$ cat config.mk
export PLATFORM = sky130hd
export DESIGN_NAME = handshake_ctrl_skid2
export DESIGN_NICKNAME = d
export VERILOG_FILES = /design/src/rtl/handshake_const_checker_pkg.sv /design/src/rtl/handshake_ctrl_skid2.sv
export SDC_FILE = /design/constraint.sdc
export NUM_CORES = 1
export LEC_CHECK = 0
export CAP_MARGIN = 15
export CORE_AREA = 5 5 42 44
export CTS_BUF_LIST = sky130_fd_sc_hd__clkbuf_16
export CTS_CLUSTER_DIAMETER = 100
export DETAILED_ROUTE_END_ITERATION = 10
export DIE_AREA = 0 0 47 49
export PLACE_DENSITY_LB_ADDON = 0.25
export SETUP_SLACK_MARGIN = 0.3
export SLEW_MARGIN = 20
export SYNTH_ARGS = -nofsm -noshare
export SYNTH_HDL_FRONTEND = slang
export SYNTH_SLANG_ARGS = --single-unit
$ cat constraint.sdc
create_clock -name clk -period 2.58 [get_ports clk]
set_input_delay 0.516 -clock clk [delete_from_list [all_inputs] [get_ports clk]]
set_output_delay 0.516 -clock clk [all_outputs]
set_load 0.02 [all_outputs]
$ cat src/rtl/handshake_const_checker_pkg.sv
// Shared types, slot count and expected-constant masking for the constant checker.
package handshake_const_checker_pkg;

   localparam int unsigned SLOTS = 2;

   typedef logic [1:0] occ_t;
   typedef logic       slot_t;

   function automatic logic [63:0] masked_expected(input logic [63:0]   value,
                                                   input int unsigned width);
      logic [63:0] mask;
      mask = (width >= 64) ? '1 : ((64'd1 << width) - 64'd1);
      return value & mask;
   endfunction

endpackage

$ cat src/rtl/handshake_ctrl_skid2.sv
// Dataless 2-slot elastic buffer carrying a 1-bit payload, with registered in_ready.
module handshake_ctrl_skid2
   import handshake_const_checker_pkg::*;
(
   input  logic clk,
   input  logic rst,
   input  logic in_valid,
   input  logic in_err,
   output logic in_ready,
   output logic out_valid,
   output logic out_err,
   input  logic out_ready
);

   logic [SLOTS-1:0] err_q;
   slot_t            head_q;
   slot_t            tail_q;
   occ_t             occ_q;
   occ_t             occ_d;
   logic             ready_q;
   logic             in_fire;
   logic             out_fire;

   always_comb begin
      in_fire  = in_valid && ready_q;
      out_fire = (occ_q != '0) && out_ready;
      occ_d    = occ_q;
      if (in_fire && !out_fire) begin
         occ_d = occ_q + 2'd1;
      end else if (!in_fire && out_fire) begin
         occ_d = occ_q - 2'd1;
      end
   end

   always_ff @(posedge clk or posedge rst) begin
      if (rst) begin
         err_q   <= '0;
         head_q  <= '0;
         tail_q  <= '0;
         occ_q   <= '0;
         ready_q <= 1'b1;
      end else begin
         occ_q   <= occ_d;
         // Registered ready looks at post-edge occupancy, so a full buffer reopens one cycle later.
         ready_q <= (occ_d < occ_t'(SLOTS));
         if (in_fire) begin
            err_q[tail_q] <= in_err;
            tail_q        <= ~tail_q;
         end
         if (out_fire) begin
            head_q <= ~head_q;
         end
      end
   end

   assign in_ready  = ready_q;
   assign out_valid = (occ_q != '0);
   assign out_err   = out_valid & err_q[head_q];

endmodule

==> metrics.md <==
| Metric | Value |
|---|---|
| Total power draw | roughly 0.79 mW |
| Via count | between 200 and 300 |
| Outcome | finished clean |
| Routed Wire Length | 680 µm |
| Critical R2R Capture | occ_q[0] |
| CP Max Fanout | 3 |
| Die width | ~47 µm |
| H-tree lvl count | 1 |
| Vias/cell | between 4 and 5 |
| DR iter-0 viols | 0 |
| First-pass GRT wire length | about 1100 µm |
| CP Launch Type | register |
| Synth Cell Area | approximately 370 µm² |
| Dpl cell area | 458 µm² |
| Min-Delay Endpoint | in_ready |
| Area Overhead vs Synth | 45.9% |
| Clock Skew | between 0.0004 and 0.0005 ns |
| Congestion Overflow GR | 0 |
| Total power divided by cell area | around 1500 nW/µm² |
| Final net count | 54 |
| Most frequently used flop master after synthesis | dfrtp_1 |
| Setup violations, final | 0 |
| Gp weighted congestion | 0.780 |
| DIE AREA | 2300 µm² |
| Synth unique cells | 19 |
| PortBufs | 7 |
| Worst Path Buf+Inv | 2 |
| Clock transition at path regs | roughly 0.04 ns |
| HPWL after DPL | 572 µm |
| Post_cts resized | 0 |
| Compound-Gate Fraction of Synth Area | 8.16% |
| Max incr delay on CP | approximately 0.6 ns |
| Maxcap violations | 0 |
| Period utilisation layout | roughly 80% |
| Post-synth top cells | 6 x dfrtp_1, 6 x inv_1, 3 x ha_1 |
| CP top delay family | buffers and inverters |
| Worst min path class | register to register |
| Share of synthesized registers carrying an async set or reset | 100% |
| Clk Latency, worst-skew pair | between 0.2 and 0.25 ns |
| CTS buffer count | 3 |
| Fin Setup TNS | 0 ns |
| WHS Path Cells | 1 |
| Synth Area in XOR/XNOR | about 4.8% |
| GR Util met2 | 10.9% |
| Min Clock Period, post-route | 2.07 ns |
| Reg2Reg Depth | 7 |
| Antenna Nets Post-Route | 0 |
| M3 GR Usage | 3.32% |
| Syn Area/Cell | about 11 µm² |
| Clk Tree Root Cell | clkbuf_16 |
| Share of cells above drive strength 1 | 15.6% |
| Post-Synth Adder-Cell Area | between 10% and 20% |
| Post-DR wirelength/cell | about 11 µm |
| Synth Instances | 34 |
| Max Slew Vio Count | 0 |
| CP cell instances | inv_1 > ha_1 > nor2_1 > clkdlybuf4s50_1 |
| Row cnt | 14 |
| Rel. slew slack | about four fifths |
| Largest net degree at the start of global routing | 8 |
| CP Depth | 4 |
| Max IR drop VDD | approximately 0.51 mV |
| Syn nets | 42 |
| # DRC | 0 |
| Setup crit end kind | output port |
| CTS sink cnt | 7 |
| Top cells by area, synth | dfrtp_1 41%, ha_1 10%, dfstp_2 7.1% |
| Simple-Gate Fraction of Synth Area | approximately an eighth |
| Total Routing Usage GR | 7.15% |
| Ys Warns | 0 |
| Worst Path Arrival | about 1.6 ns |
| Final Cell Area | 537 µm² |
| Post-CTS Hold Fix Bufs | 0 |
| Most Crowded Layer GR | met2 |
| # diodes | 0 |
| Largest family of logic cells by synthesized area | simple AND/OR/NAND/NOR gates |
| Die Y | about 50 µm |
| Starting density of the core | between 20% and 30% |
| Antenna violations before repair | 0 |
| Seq/Total Area, Yosys | between 40% and 50% |
| Io pins | 8 |
| Number of global-route vias before repair | between 200 and 300 |
| Lkg Pwr | 0.261 nW |
| Yosys top cell by area | dfrtp_1 |
| Top-area cell type share of the netlist area | 40.8% |
| CP max stage cell | clkdlybuf4s50_1 |
| RR Startpoint | occ_q[0] |
| RSZ-0062 raised after global routing | no |
| Drt first pass iters | 1 |
| Fmax | just under 500 MHz |
| TritonCTS clock tree | built |
| Met1 GRT Util | roughly 7.8% |
| Mux contribution to synthesized area | 9.86% |
| Worst-Margin Slew | between 0.2 and 0.3 ns |
| Final hold violation count | 0 |
| Core area | between 1000 and 1500 µm² |
| Setup bufs post-CTS | 0 |
| CTS max path bufs | 2 |
| Reg2Reg Setup Slack | about 0.87 ns |
| Setup CP Type | register to output port |
| EDFF count, synth | 0 |
| Required time of the critical path | roughly 2.1 ns |
| Seq cells post-synth | 7 |
-- logic make-up after synthesis --
| kind of cell | after synthesis |
|---|---|
| buf+inv | 6 |
| simple gates | 9 |
| compound gates | 4 |
| flops | 7 |
| xor+xnor | 2 |
| fa+ha+maj | 3 |
| mux | 3 |
-- placed cells by master (no fill, tap or decap) --
cell type,count
inv_1,7
clkdlybuf4s50_1,7
dfrtp_1,6
ha_1,3
clkbuf_16,3
nor2_1,2
nand2_1,2
xnor2_1,2
or2_2,1
o21ai_0,1
nand2b_1,1
nand3_1,1
mux2_2,1
mux2i_1,1
nor3b_1,1
a221oi_1,1
a21o_1,1
a2bb2oi_1,1
nand3b_1,1
mux2_4,1
dfstp_2,1
-- area by class of cell --
type	instances	area, µm²
Timing Repair Buffer	7	70.1
Clock inverter	1	3.75
Fill cell	155	865
Inverter	6	22.5
Clock buffer	3	75.1
Multi-Input combinational cell	21	169
Sequential cell	7	176
Tap cell	16	20.0
-- metal layers --
metal  share of wire [%]  wire [µm]
met5                   0          0
met4                   0          0
met3                 4.1         28
met2                  57        388
met1                  39        262
-- power by group --
part           internal [mW]  switching, mW
logic                  0.172          0.149
clock network          0.201         0.0551
registers              0.174         0.0370
total                  0.547          0.241
-- stage by stage --
stage	setup slack, ns	util, %	hold WS (ns)	cells
global route	0.412	38.3	0.478	61
CTS	0.488	38.3	0.450	61
global placement	0.616	32.7	0.426	57
detailed placement	0.557	32.7	0.444	57
floorplan	1.03	-	0.319	34
finish	0.506	38.3	0.435	61
-- worst max-delay path by stage --
stage | start | endpoint | slack, ns
after CTS | occ_q[0] | out_err | 0.49
after global routing | occ_q[0] | out_err | 0.41
after floorplan | register | occ_q[0] | 1.03
after global placement | in_valid | occ_q[0] | 0.62
after detailed placement | in_valid | occ_q[0] | 0.56
final | occ_q[0] | out_err | 0.51
(Power assumes the default switching activity.)
